### src/rtl/pong_game_ctrl.sv
// Pong game-state controller: sequences NEWGAME/PLAY/NEWBALL/OVER, keeps scores,
// lives and winner, and freezes the graphics outside of active play.
module pong_game_ctrl #(
   parameter int SCORE_W      = 7,
   parameter int WIN_SCORE    = 11,
   parameter int LIVES        = 3,
   parameter int LIVES_W      = 2,
   parameter int PAUSE_FRAMES = 120
) (
   input  logic               clk,
   input  logic               reset,
   input  logic [1:0]         btn1,
   input  logic [1:0]         btn2,
   input  logic               ai_switch,
   input  logic               frame_tick,
   input  logic               hit,
   input  logic               miss_l,
   input  logic               miss_r,
   output logic [1:0]         state,
   output logic               gra_still,
   output logic [SCORE_W-1:0] score1,
   output logic [SCORE_W-1:0] score2,
   output logic [LIVES_W-1:0] balls_left,
   output logic [1:0]         winner,
   output logic               mode_solo
);

   localparam int TIMER_W = $clog2(PAUSE_FRAMES + 1);
   localparam logic [TIMER_W-1:0] PAUSE_LOAD = TIMER_W'(PAUSE_FRAMES);
   localparam logic [SCORE_W-1:0] WIN_VAL    = SCORE_W'(WIN_SCORE);
   localparam logic [LIVES_W-1:0] LIVES_VAL  = LIVES_W'(LIVES);

   typedef enum logic [1:0] {
      NEWGAME = 2'b00,
      PLAY    = 2'b01,
      NEWBALL = 2'b10,
      OVER    = 2'b11
   } state_t;

   state_t             st;
   logic [3:0]         btn_prev;
   logic [TIMER_W-1:0] timer;
   logic               btn_edge;
   logic               miss;
   logic [SCORE_W-1:0] score1_inc;
   logic [SCORE_W-1:0] score2_inc;

   function automatic logic [SCORE_W-1:0] sat_inc(input logic [SCORE_W-1:0] v);
      return (v == {SCORE_W{1'b1}}) ? v : v + SCORE_W'(1);
   endfunction

   // Previous-button register resets to all-ones so a button held through reset is no edge
   assign btn_edge   = (|{btn1, btn2}) && (btn_prev == 4'b0000);
   assign miss       = miss_l | miss_r;
   assign score1_inc = sat_inc(score1);
   assign score2_inc = sat_inc(score2);
   assign state      = st;

   // Game sequencer with registered outputs; gra_still tracks the next state
   always_ff @(posedge clk) begin
      if (!reset) begin
         st         <= NEWGAME;
         gra_still  <= 1'b1;
         score1     <= '0;
         score2     <= '0;
         balls_left <= LIVES_VAL;
         winner     <= 2'b00;
         mode_solo  <= 1'b0;
         timer      <= '0;
         btn_prev   <= 4'b1111;
      end else begin
         btn_prev <= {btn1, btn2};
         case (st)
            NEWGAME: begin
               if (btn_edge) begin
                  st         <= PLAY;
                  gra_still  <= 1'b0;
                  score1     <= '0;
                  score2     <= '0;
                  balls_left <= LIVES_VAL;
                  winner     <= 2'b00;
                  mode_solo  <= ai_switch;
               end
            end
            PLAY: begin
               if (miss) begin
                  // A miss always freezes play and arms the pause; hit is dropped
                  timer     <= PAUSE_LOAD;
                  gra_still <= 1'b1;
                  if (mode_solo) begin
                     balls_left <= balls_left - LIVES_W'(1);
                     st         <= (balls_left == LIVES_W'(1)) ? OVER : NEWBALL;
                  end else if (miss_l && miss_r) begin
                     st <= NEWBALL;
                  end else if (miss_l) begin
                     score2 <= score2_inc;
                     if (score2_inc == WIN_VAL) begin
                        st     <= OVER;
                        winner <= 2'b10;
                     end else begin
                        st <= NEWBALL;
                     end
                  end else begin
                     score1 <= score1_inc;
                     if (score1_inc == WIN_VAL) begin
                        st     <= OVER;
                        winner <= 2'b01;
                     end else begin
                        st <= NEWBALL;
                     end
                  end
               end else if (hit && mode_solo) begin
                  score1 <= score1_inc;
               end
            end
            NEWBALL: begin
               if (timer == '0) begin
                  if (btn_edge) begin
                     st        <= PLAY;
                     gra_still <= 1'b0;
                  end
               end else if (frame_tick) begin
                  timer <= timer - TIMER_W'(1);
               end
            end
            OVER: begin
               if (timer == '0) begin
                  st        <= NEWGAME;
                  gra_still <= 1'b1;
               end else if (frame_tick) begin
                  timer <= timer - TIMER_W'(1);
               end
            end
            default: begin
               st        <= NEWGAME;
               gra_still <= 1'b1;
            end
         endcase
      end
   end

endmodule

### config.mk
export PLATFORM = sky130hd
export DESIGN_NAME = pong_game_ctrl
export DESIGN_NICKNAME = d
export VERILOG_FILES = /design/src/rtl/pong_game_ctrl.sv
export SDC_FILE = /design/constraint.sdc
export NUM_CORES = 1
export LEC_CHECK = 0
export BUFFER_PORTS_ARGS = -buffer_cell sky130_fd_sc_hd__buf_4
export CORE_ASPECT_RATIO = 1.4
export CORE_MARGIN = 1.5
export CORE_UTILIZATION = 30
export DETAILED_ROUTE_END_ITERATION = 10
export PLACE_DENSITY = 0.47
export SYNTH_ARGS = -nofsm -noshare
export SYNTH_HDL_FRONTEND = slang
export SYNTH_SLANG_ARGS = --single-unit
### constraint.sdc
create_clock -name clk -period 2.84 [get_ports clk]
set_input_delay 0.426 -clock clk [delete_from_list [all_inputs] [get_ports clk]]
set_output_delay 0.426 -clock clk [all_outputs]
set_load 0.02 [all_outputs]
Word level (Yosys, flattened, before mapping)
Index checks and enable logic that the tools add are counted.

operators by class
  reduce and logical (&&, ||, !) cells = 17
  equality and inequality tests = 24
  add/subtract/negate cells = 4
  bitwise gates (word level) = 1
  mux-type cells = 46

operators with widths
  operator                                              count
  2-to-1 mux 7 bit                                      15
  case mux 7 bit (2 select lines)                       3
  2-to-1 mux 2 bit                                      17
  inequality test 2 bit (second input constant)         9
  inequality test 3 bit (second input constant)         6
  adder 7 x 1 -> 7 bit (second input constant)          2
  equality test 7 x 4 -> 1 bit (second input constant)  2
  equality test 7 bit (second input constant)           2
  AND reduction 6 bit                                   2
  case mux 2 bit (2 select lines)                       2
  case mux 2 bit (4 select lines)                       1
  AND reduction 4 bit                                   2
  zero test 7 bit                                       1
  2-to-1 mux 1 bit                                      7
  AND reduction 7 bit                                   1
  subtractor 7 x 1 -> 7 bit (second input constant)     1
  equality test 2 x 1 -> 1 bit (second input constant)  2
  equality test 2 bit (second input constant)           2
  zero test 4 bit                                       1
  case mux 1 bit (4 select lines)                       1
  nonzero test 2 bit                                    2
  OR reduction 4 bit                                    1
  logical AND 1 bit                                     3
  AND reduction 3 bit                                   1
  6 further kinds                                       6

storage, ports and cells
  register bits = 33
  word-level logic and storage cells = 101
  output and inout bits = 22
  input port bits = 11

Longest topological paths before layout
Gate-level depths: netlist of run 1.

  depth in word-level cells = 9
  depth in mapped cells = 7
  gate-level depth less buffers = 7

Worst setup path before layout of run 1
No wires, ideal clock.

  path type = reg-to-reg
  start point = reg score1[0]
  end point = reg winner[0]
  stages on the path, launching flop included = 7
  clock period less this slack = 1932 ps
  library setup time = 127 ps
  buffers on the path = 0
  slack = 908 ps
  arrival time = 1805 ps
  required time = 2713 ps
  path through = dfxtp_1 -> ha_1 -> nand2_2 -> or4_4 -> a31oi_4 -> o21a_1 -> o22ai_1

on the way
  longest elaborated chain between the ends = 5
  elaborated cells between the ends (all ways) = 6
  those cells by class = 1 x add/sub; 3 x eq/ne; 1 x mux; 1 x reduce/logical

ends and longest elaborated chain
  what                                                                line  text
  from (decl)                                                         21    output logic [SCORE_W-1:0] score1,
  from (signal assigned)                                              104   score1 <= score1_inc;
  from (signal assigned)                                              113   score1 <= score1_inc;
  adder 7 x 1 -> 7 bit / equality test 7 bit (equally long branches)  49    return (v == {SCORE_W{1'b1}}) ? v : v + SCORE_W'(1);
  2-to-1 mux 7 bit (*)                                                49
  equality test 7 x 4 -> 1 bit (*)                                    105   if (score1_inc == WIN_VAL) begin
  inequality test 3 bit (no source line) (*)                          n/a
  AND reduction 7 bit (no source line) (*)                            n/a
  to (signal assigned)                                                67    winner <= 2'b00;
  to (signal assigned)                                                99    winner <= 2'b10;
  to (signal assigned)                                                107   winner <= 2'b01;
  to (decl)                                                           24    output logic [1:0] winner,

Mark *: on every way between the ends. The rest lies on a longest branch, timed or not.
A chain may end at the register's enable or synchronous reset.

Final worst setup path of run 1
Same ends and word-level chain as after synthesis.

==> out/results.md, run 1 <==
| Parameter | This run | Unit |
|:---|:---|:---|
| Layout Nets | 265 | - |
| Ys async rst share | 0 | % |
| Source of the worst register-to-register timing path | score1[0] | - |
| Dominant cell type by area after synthesis | sky130_fd_sc_hd__dfxtp_1 | - |
| CP Data Arrival Time | 2.18 | ns |
| Non-filler instance count after layout | 320 | - |
| Type of the worst setup path | reg -> reg | - |
| Total number of vias | 1,680 | - |
| First-pass GRT wire length | 8093 | um |
| Clock-pin transition on the worst setup and hold timing paths | 0.06 | ns |
| Fillcell total | 663 | - |
| Number of violations reported at the end of detailed-routing iteration 0 | 47 | - |
| Maximum capacitance violations | 0 | - |
| IR drop worst, VDD | 172.6 | uV |
| Most common cell in the synthesized netlist | sky130_fd_sc_hd__dfxtp_1 | - |
| Slew at the pin closest to its max-slew limit | 0.7575 | ns |
| WP buf/inv | 0 | - |
| Most frequent cells after synthesis | sky130_fd_sc_hd__dfxtp_1, sky130_fd_sc_hd__a21oi_1, sky130_fd_sc_hd__nand2_1 | - |
| Post-Syn Area per Cell | 8.643 | um^2 |
| Syn_nets | 232 | - |
| Maximum achievable frequency | 0.4970 | GHz |
| Area added between synthesis and finish | 19.84 | % |
| Post-Synthesis Cell Area | 1867 | um^2 |
| Worst-case setup margin in the final layout | 0.8280 | ns |
| Critical Path End Type | register | - |
| DP Area | 2157 | um^2 |
| # IOs | 33 | - |
| Fraction of layout instances using a drive strength above 1 | 24.00 | % |
| Number of buffers added by the clock tree synthesis step | 5 | - |
| Critical Path, Cell by Cell | ha_1 > nand2_2 > or4_4 > a31oi_4 > o21a_1 > o22ai_1 | - |
| Worst relative slew slack | 49.44 | % |
| Setup repair after global routing missed its margin | no | - |
| Die outline area | 6712 | um^2 |
| Antenna cell count | 0 | - |
| Final cell area excluding filler cells | 2237 | um^2 |
| Leakage Power | 0.8307 | nW |
| Worst hold start | btn1[1] | - |
| Synth cell types | 54 | - |
| Final worst-path cycle share | 70.85 | % |
| Overall routing resource usage | 15.14 | % |
| Root buffer selected by CTS | sky130_fd_sc_hd__clkbuf_8 | - |
| Most used routing layer in global routing | met2 | - |
| Worst Skew | 0.004324 | ns |
| CTS tree | yes | - |
| Count of yosys warnings during synthesis | 0 | - |
| Shortest period the worst path allows | 2.012 | ns |
| Clock Latency Late Sink | 0.28 | ns |
| Final Hold Violating Endpoints | 0 | - |
| Level count of the clock H-tree | 2 | - |
| Launching element type of the critical path | register | - |
| Worst min-delay path category | in -> reg | - |
| Bufs on Longest Clock Path | 2 | - |
| Maximum number of pins on one net before global-route repair | 21 | - |
| Outcome | finished clean | - |
| Floorplan Core Area | 5946 | um^2 |
| Overall overflow remaining after global route | 0 | - |
| Post-detailed-placement half-perimeter wirelength | 3604 | um |
| Starting density of the core | 31.40 | % |
| Placed Cells | 312 | - |
| Synthesis-stage register bit count | 33 | - |
| Start point of the critical path | score1[0] | - |
| Post-layout utilization of the core | 37.63 | % |
| Endpoint required time on the critical path | 3.01 | ns |
| Worst-path maximum fanout | 8 | - |
| Global routing usage on met3 | 2.513 | % |
| Average vias per placed instance | 5.250 | - |
| Post-Syn Instances | 216 | - |
| Width of the chip | 69.67 | um |
| Slowest-stage cell, CP | sky130_fd_sc_hd__dfxtp_1 | - |
| Fraction of the yosys area taken by sequential cells | 35.39 | % |
| CTS sink count | 33 | - |
| Buffers inserted during post-CTS setup optimization | 0 | - |
| Average routed wire per standard cell | 15.34 | um |
| Gpl congestion | 0.7491 | - |
| Power density cells | 377.2 | nW/um^2 |
| Most common flop cell mapped by yosys | sky130_fd_sc_hd__dfxtp_1 | - |
| Final count of pins violating max slew | 0 | - |
| Antenna-violating nets left | 0 | - |
| Largest stage delay on the critical path | 0.50 | ns |
| Portion of synthesized cell area occupied by the leading cell type | 35.39 | % |
| Number of design rule violations left after detail routing | 0 | - |
| # resized after CTS | 0 | - |
| Port buffer count | 32 | - |
| Post-synth EDFFs | 0 | - |
| Number of failing setup endpoints in the final timing report | 0 | - |
| TNS Setup | 0 | ns |
| Count of hold-fix buffers inserted at cts | 0 | - |
| Gate family responsible for the most delay along the worst path | simple AND/OR/NAND/NOR gates | - |
| Antenna violations before repair | 0 | - |
| Met2 Track Usage GR | 28.21 | % |
| Top post-synthesis cells by area | sky130_fd_sc_hd__dfxtp_1, sky130_fd_sc_hd__a21oi_1, sky130_fd_sc_hd__ha_1 | - |
| Die extent in y | 96.34 | um |
| Via count of the first global-routing pass | 1,660 | - |
| Met1 Usage GRT | 17.57 | % |
| Post-detailed-routing wire length | 4909 | um |
| Number of rows in the core area | 33 | - |
| Pre-CTS setup slack | 0.8432 | ns |
| Pre-antenna DRT Iters | 4 | - |
-- report_power, final --
part / leakage, nW / internal (mW) / switching, mW
Clock: 0.0395 / 0.174 / 0.165
Combinational: 0.524 / 0.0152 / 0.0220
Sequential: 0.267 / 0.467 / 0.00178
-- cell type report --
type                    count  area, um^2  share of cell area, %
multi-input cells         170        1142                  51.06
flip-flops and latches     33       660.6                  29.53
repair buffers             32       240.2                  10.74
well taps                  70       87.58                  3.915
clock buffers               8       80.08                  3.579
inverters                   7       26.28                  1.174
-- worst reg2reg max path: cells and delay by family, from the launching register on --
| kind | cells | cell delay [ns] |
|---|---|---|
| compound gates | 3 | 0.48 |
| fa+ha+maj | 1 | 0.33 |
| flops | 1 | 0.50 |
| simple gates | 2 | 0.58 |
-- flip-flops by register name, indices dropped and copies added (netlist names) --
register / count
score2: 7
btn_prev: 4
score1: 7
mode_solo: 1
gra_still: 1
winner: 2
state: 2
balls_left: 2
timer: 7
-- through the flow --
stage | power [mW] | hold WS [ns]
after floorplan | 0.4977 | 0.4990
after global placement | 0.5163 | 0.4849
after detailed placement | 0.5160 | 0.4991
after CTS | 0.8523 | 0.3294
after global routing | 0.8717 | 0.3351
final | 0.8440 | 0.3330
-- cell usage in the layout, fill, tap and decap left out, types with 5 or more instances in the layout --
master,synthesis,routed
sky130_fd_sc_hd__nor3_1,10,10
sky130_fd_sc_hd__ha_1,5,5
sky130_fd_sc_hd__clkbuf_8,0,5
sky130_fd_sc_hd__nand2_1,16,16
sky130_fd_sc_hd__nand2b_1,7,7
sky130_fd_sc_hd__nor2_1,15,15
sky130_fd_sc_hd__dfxtp_1,33,33
sky130_fd_sc_hd__nand3_1,12,12
sky130_fd_sc_hd__o21ai_0,9,9
sky130_fd_sc_hd__inv_1,7,7
sky130_fd_sc_hd__xor2_1,5,5
sky130_fd_sc_hd__buf_4,0,32
sky130_fd_sc_hd__a21oi_1,18,18
sky130_fd_sc_hd__o211ai_1,5,5
-- per-layer routing --
layer	vias to the layer above	wire length, um
met5	-	0
met4	0	69
met3	6	124
met2	21	2466
met1	778	2248
li1	875	-
-- worst paths after layout --
| check | cells after the start | endpoint | slack, ns |
|---|---|---|---|
| worst max-delay path | 6 | winner[0] | 0.83 |
| worst min-delay path | 2 | btn_prev[3] | 0.33 |
| worst max register to register | 6 | winner[0] | 0.83 |
| worst min register to register | 2 | winner[0] | 0.51 |
-- kinds of logic after synthesis --
| group | share of synthesized area, % |
|---|---|
| AO/OA/AOI/OAI | 26.48 |
| XOR/XNOR | 2.815 |
| adder cells (fa/ha/maj) | 3.351 |
| buffers and inverters | 3.418 |
| flip-flops | 35.39 |
| multiplexers | 1.072 |
| AND/OR/NAND/NOR | 27.48 |
Note: power is estimated with default switching activity, not from simulation.
==> run 2: changes to the inputs <==
Settings changed: PLACE_DENSITY 0.47 to 0.49.
Clock period 2.84 ns to 1.77 ns, I/O delays scaled along.
==> run 2 against run 1 <==
  * Critical path depth stayed put
  * First-iteration DRC count rose by 77%
  * Total power up 63%
  * Fmax increased by 20%
  * Wire length up 2.4%
  * Worst setup slack lost 0.73 ns
  * Combinational power is 85% higher
  * Critical path type unchanged
  * Largest power group unchanged
  * Highest routed layer unchanged
==> out/results.md, run 2 (same netlist as run 1, synthesis figures left out) <==
| Parameter | This run | Unit | Change |
|:---|:---|:---|:---|
| IR drop worst, VDD | 274.1 | uV | +59% |
| CTS sink count | 33 | - | unchanged |
| Final Hold Violating Endpoints | 0 | - | unchanged |
| Number of failing setup endpoints in the final timing report | 0 | - | unchanged |
| Layout Nets | 287 | - | +8.3% |
| Floorplan Core Area | 5946 | um^2 | unchanged |
| Maximum capacitance violations | 0 | - | unchanged |
| Worst relative slew slack | 56.67 | % | +7.2 points |
| Die extent in y | 96.34 | um | unchanged |
| Port buffer count | 32 | - | unchanged |
| First-pass GRT wire length | 8514 | um | +5.2% |
| Overall power of the completed layout | 1.377 | mW | +63% |
| Maximum achievable frequency | 0.5987 | GHz | +20% |
| End of the worst hold path | btn_prev[1] | - |  |
| Setup repair after global routing missed its margin | no | - |  |
| Final worst-path cycle share | 94.37 | % | +24 points |
| Launching element type of the critical path | register | - |  |
| Overall overflow remaining after global route | 0 | - | unchanged |
| Cell depth of the worst hold path | 2 | - | unchanged |
| Final count of pins violating max slew | 0 | - | unchanged |
| Clock-pin transition on the worst setup and hold timing paths | 0.07 | ns | about the same |
| Width of the chip | 69.67 | um | unchanged |
| Fraction of layout instances using a drive strength above 1 | 34.56 | % | +11 points |
| Clock Latency Late Sink | 0.29 | ns | about the same |
| # IOs | 33 | - | unchanged |
| Via count of the first global-routing pass | 1,702 | - | +2.5% |
| Gate family responsible for the most delay along the worst path | compound AO/OA/AOI/OAI gates | - |  |
| Leading cell types in the layout, fill and taps excluded | sky130_fd_sc_hd__buf_4, sky130_fd_sc_hd__dfxtp_1, sky130_fd_sc_hd__a21oi_1 | - |  |
| Root buffer selected by CTS | sky130_fd_sc_hd__clkbuf_8 | - |  |
| Source of the worst register-to-register timing path | score2[0] | - |  |
| Number of rows in the core area | 33 | - | unchanged |
| Post-detailed-placement half-perimeter wirelength | 3685 | um | +2.2% |
| Type of the worst setup path | reg -> reg | - |  |
| Worst Skew | 0.005938 | ns | +0.001614 ns |
| Largest stage delay on the critical path | 0.42 | ns | -0.08 ns |
| Bufs on Longest Clock Path | 2 | - | unchanged |
| Outcome | finished clean | - |  |
| Final cell area excluding filler cells | 2461 | um^2 | +10% |
| Number of design rule violations left after detail routing | 0 | - | unchanged |
| CP Data Arrival Time | 1.85 | ns | -0.33 ns |
| Critical Path, Cell by Cell | buf_6 > and4_4 > a21o_1 > a2111oi_4 > o21a_1 > o22ai_1 | - |  |
| Level count of the clock H-tree | 2 | - | unchanged |
| Worst slack on hold paths | 0.1691 | ns | -0.1639 ns |
| Number of cells on the worst reg-to-reg path | 6 | - | unchanged |
| Average vias per placed instance | 5.322 | - | +1.4% |
| Antenna-violating nets left | 0 | - | unchanged |
| Average routed wire per standard cell | 14.70 | um | -4.2% |
| Antenna violations before repair | 0 | - | unchanged |
| Starting density of the core | 31.40 | % | unchanged |
| Count of hold-fix buffers inserted at cts | 0 | - | unchanged |
| Maximum number of pins on one net before global-route repair | 17 | - | -19% |
| Leakage Power | 0.9526 | nW | +15% |
| Slowest-stage cell, CP | sky130_fd_sc_hd__a2111oi_4 | - |  |
| Shortest period the worst path allows | 1.670 | ns | -0.3417 ns |
| Total number of vias | 1,820 | - | +8.3% |
| Die outline area | 6712 | um^2 | unchanged |
| DP Area | 2340 | um^2 | +8.5% |
| Area added between synthesis and finish | 31.84 | % |  |
| Worst-path maximum fanout | 5 | - | -3 |
| Flop2flop setup slack | 0.1 | ns | -0.73 ns |
| Gpl congestion | 0.7935 | - | +5.9% |
| Number of buffers added by the clock tree synthesis step | 5 | - | unchanged |
| Overall routing resource usage | 16.24 | % | +1.1 points |
| Worst hold start | btn2[1] | - |  |
| Antenna cell count | 0 | - | unchanged |
| Largest registers | score1 (7), score2 (7), timer (7) | - |  |
| Pre-antenna DRT Iters | 7 | - | +3 |
| Number of violations reported at the end of detailed-routing iteration 0 | 83 | - | +77% |
| TNS Setup | 0 | ns | unchanged |
| Post-layout utilization of the core | 41.39 | % | +3.8 points |
| Endpoint of the lowest-slack register-to-register path | winner[0] | - |  |
| CTS tree | yes | - |  |
| Slew at the pin closest to its max-slew limit | 0.6432 | ns | -0.1143 ns |
| Power density cells | 559.4 | nW/um^2 | +48% |
| Post-detailed-routing wire length | 5027 | um | +2.4% |
| WP buf/inv | 1 | - | +1 |
| Critical Path End Type | register | - |  |
| Most frequent standard cell in the layout excluding fill and tap cells | sky130_fd_sc_hd__buf_4 | - |  |
| Endpoint required time on the critical path | 1.95 | ns | -1.06 ns |
| Worst min-delay path category | in -> reg | - |  |
[run 2: per-stage QoR]
| step | instances | setup WS [ns] |
|---|---|---|
| 2_1_floorplan | 216 | 0.04067 |
| 3_3_place_gp | 334 | 0.04921 |
| 3_5_place_dp | 334 | 0.03200 |
| 4_1_cts | 342 | 0.01570 |
| 5_1_grt | 342 | 0.0002027 |
| 6_report | 342 | 0.09966 |
[run 2: timing repair]
item	in CTS	in global routing
gates resized for setup	0	12
buffers inserted	0	0
setup endpoints to repair	0	10
endpoints found under the hold margin	0	0
[run 2: worst max-delay path by stage]
stage,start,endpoint,cells past startpoint
after floorplan,score2[0],winner[0],6
after global placement,score2[0],winner[0],6
after detailed placement,score2[0],winner[0],6
after CTS,score2[0],winner[0],6
after global routing,score2[0],winner[0],6
final,score2[0],winner[0],6
[run 2: where the power goes]
| part | switching (mW) | internal, mW | total (mW) |
|---|---|---|---|
| logic | 0.0384 | 0.0303 | 0.0687 |
| clock network | 0.290 | 0.273 | 0.562 |
| registers | 0.00242 | 0.743 | 0.746 |
[run 2: cell type report]
type,count,area (um^2)
fillers,637,3485
clock inverters,2,10.01
well taps,70,87.58
multi-input cells,170,1180
inverters,7,26.28
clock buffers,6,72.57
flip-flops and latches,33,675.6
repair buffers,54,409.1
[run 2: worst reg2reg max path, delay by kind of cell (launching register included)]
family / cells / cell delay (ns)
compound gates: 4 / 0.91
flops: 1 / 0.37
simple gates: 1 / 0.16
buf+inv: 1 / 0.12
[run 2: metal layers]
metal  wire length, um  global-route usage [%]
met1              2286                   19.90
met2              2452                   27.96
met3               183                   3.351
met4               105                   6.571
met5                 0                       0
==> run 3: changes to the inputs <==
Settings changed: GPL_TIMING_DRIVEN set to 0.
==> run 3 against run 2 <==
  * Core utilization is 0.84 points lower
  * Flip-flop and latch count did not move
  * Worst setup slack better by 0.0054 ns
  * Largest cell class unchanged
  * Register-to-register slack is essentially flat
  * Combinational power decreased by 3.8%
==> out/results.md, run 3 (same netlist as run 1, synthesis figures left out) <==
| Parameter | This run | Unit | Change |
|:---|:---|:---|:---|
| Outcome | finished clean | - |  |
| Final count of pins violating max slew | 0 | - | unchanged |
| Clock Latency Late Sink | 0.29 | ns | about the same |
| Starting density of the core | 31.40 | % | unchanged |
| Average routed wire per standard cell | 15.17 | um | +3.2% |
| Level count of the clock H-tree | 2 | - | unchanged |
| Maximum achievable frequency | 0.6006 | GHz | +0.32% |
| Area added between synthesis and finish | 29.16 | % |  |
| Post-detailed-routing wire length | 5006 | um | -0.42% |
| Final worst-path cycle share | 94.06 | % | -0.30 points |
| Total number of vias | 1,795 | - | -1.4% |
| Die outline area | 6712 | um^2 | unchanged |
| Number of design rule violations left after detail routing | 0 | - | unchanged |
| Bufs on Longest Clock Path | 2 | - | unchanged |
| Maximum number of pins on one net before global-route repair | 11 | - | -6 |
| Worst Skew | 0.008698 | ns | +0.002760 ns |
| Average vias per placed instance | 5.439 | - | +2.2% |
| Endpoint required time on the critical path | 1.93 | ns | -0.02 ns |
| Number of buffers added by the clock tree synthesis step | 5 | - | unchanged |
| Antenna violations before repair | 0 | - | unchanged |
| Fraction of layout instances using a drive strength above 1 | 32.31 | % | -2.3 points |
| Count of hold-fix buffers inserted at cts | 0 | - | unchanged |
| Setup repair after global routing missed its margin | no | - |  |
| Worst-case setup margin in the final layout | 0.1051 | ns | +0.005398 ns |
| Die extent in y | 96.34 | um | unchanged |
| Pre-CTS setup slack | -0.03910 | ns | -0.07110 ns |
| IR drop worst, VDD | 371.1 | uV | +35% |
| Antenna cell count | 0 | - | unchanged |
| Final Hold Violating Endpoints | 0 | - | unchanged |
| Via count of the first global-routing pass | 1,695 | - | -0.41% |
| Placed Cells | 317 | - | -5.1% |
| Most frequent standard cell in the layout excluding fill and tap cells | sky130_fd_sc_hd__buf_4 | - |  |
| Antenna-violating nets left | 0 | - | unchanged |
| Worst-path maximum fanout | 5 | - | unchanged |
| Non-filler instance count after layout | 330 | - | -3.5% |
| Post-detailed-placement half-perimeter wirelength | 3614 | um | -1.9% |
| First-pass GRT wire length | 8473 | um | -0.48% |
| Overall power of the completed layout | 1.350 | mW | -1.9% |
| Fillcell total | 664 | - | +4.2% |
| Type of the worst setup path | reg -> reg | - |  |
| CTS tree | yes | - |  |
| Shortest period the worst path allows | 1.665 | ns | -0.005398 ns |
| Area of the multi-input gates | 1221 | um^2 | +3.5% |
| Pre-antenna DRT Iters | 4 | - | -3 |
| Critical Path End Type | register | - |  |
| Overall overflow remaining after global route | 0 | - | unchanged |
| Final cell area excluding filler cells | 2411 | um^2 | -2.0% |
| Gpl congestion | 0.8460 | - | +6.6% |
| # IOs | 33 | - | unchanged |
| Overall routing resource usage | 15.72 | % | -0.53 points |
| Launching element type of the critical path | register | - |  |
| Floorplan Core Area | 5946 | um^2 | unchanged |
| DP Area | 2205 | um^2 | -5.8% |
| Leading cell types in the layout, fill and taps excluded | sky130_fd_sc_hd__buf_4, sky130_fd_sc_hd__dfxtp_1, sky130_fd_sc_hd__a21oi_1 | - |  |
| Layout Nets | 276 | - | -3.8% |
| Number of rows in the core area | 33 | - | unchanged |
| Root buffer selected by CTS | sky130_fd_sc_hd__clkbuf_8 | - |  |
| Clock-pin transition on the worst setup and hold timing paths | 0.07 | ns | about the same |
| Worst min-delay path category | in -> reg | - |  |
| Port buffer count | 31 | - | -3.1% |
| CP Data Arrival Time | 1.83 | ns | -0.02 ns |
| Number of failing setup endpoints in the final timing report | 0 | - | unchanged |
| TNS Setup | 0 | ns | unchanged |
| Leakage Power | 0.8877 | nW | -6.8% |
| Maximum capacitance violations | 0 | - | unchanged |
| CTS sink count | 33 | - | unchanged |
| Largest registers | score1 (7), score2 (7), timer (7) | - |  |
| Slew at the pin closest to its max-slew limit | 0.6681 | ns | +0.02491 ns |
| Width of the chip | 69.67 | um | unchanged |
| Number of violations reported at the end of detailed-routing iteration 0 | 111 | - | +34% |
| Flip-flop and latch area | 683.2 | um^2 | +1.1% |
| Worst relative slew slack | 54.99 | % | -1.7 points |
| Power density cells | 560.0 | nW/um^2 | +0.10% |
[run 3: cell count changes in the layout (fill, tap and decap cells not counted), sizes merged]
cell and change:
clkbuf +4, buf -15, clkinv -1
[run 3: path summary, 6_finish.rpt]
check	start	end	slack, ns	depth (start not counted)
setup / recovery	score1[1]	winner[0]	0.11	5
hold / removal	btn2[0]	btn_prev[0]	0.17	2
setup reg to reg	score1[1]	winner[0]	0.11	5
hold reg to reg	winner[0]	winner[0]	0.49	2
[run 3: stage by stage]
| step | util, % | hold slack [ns] |
|---|---|---|
| global placement | 37.08 | 0.4624 |
| global route | 40.55 | 0.1666 |
| CTS | 38.80 | 0.1687 |
| detailed placement | 37.08 | 0.4647 |
| finish | 40.55 | 0.1721 |
| floorplan | - | 0.3385 |
[run 3: per-layer routing]
layer | routed length, um | vias up | share of wire [%] | track usage, %
met4 | 73 | 0 | 1.5 | 5.288
met5 | 0 | - | 0 | 0
met2 | 2486 | 35 | 50 | 26.36
met1 | 2285 | 858 | 46 | 20.18
li1 | - | 895 | - | -
met3 | 161 | 7 | 3.2 | 3.351
[run 3: final cells by class]
type                    instances  share of cell area [%]
clock buffers                   6                   3.010
multi-input cells             170                   50.65
well taps                      70                   3.633
plain buffers                   6                   1.557
repair buffers                 37                   11.52
inverters                       7                   1.090
flip-flops and latches         33                   28.33
clock inverters                 1                  0.2076
[run 3: worst max-delay path, stage by stage (launching register included)]
cell	delay, ns
sky130_fd_sc_hd__dfxtp_4	0.37
sky130_fd_sc_hd__ha_4	0.17
sky130_fd_sc_hd__or4b_1	0.52
sky130_fd_sc_hd__a31oi_4	0.22
sky130_fd_sc_hd__o21a_1	0.17
sky130_fd_sc_hd__o22ai_1	0.09
[run 3: report_power, final]
| part | switching, mW | internal, mW |
|---|---|---|
| registers | 0.00391 | 0.742 |
| clock network | 0.271 | 0.267 |
| logic | 0.0388 | 0.0273 |
[run 3: repair_timing]
action,CTS,global route
buffers inserted,0,6
pin swaps,2,6
endpoints found under the setup margin,4,19
resized for setup,6,16
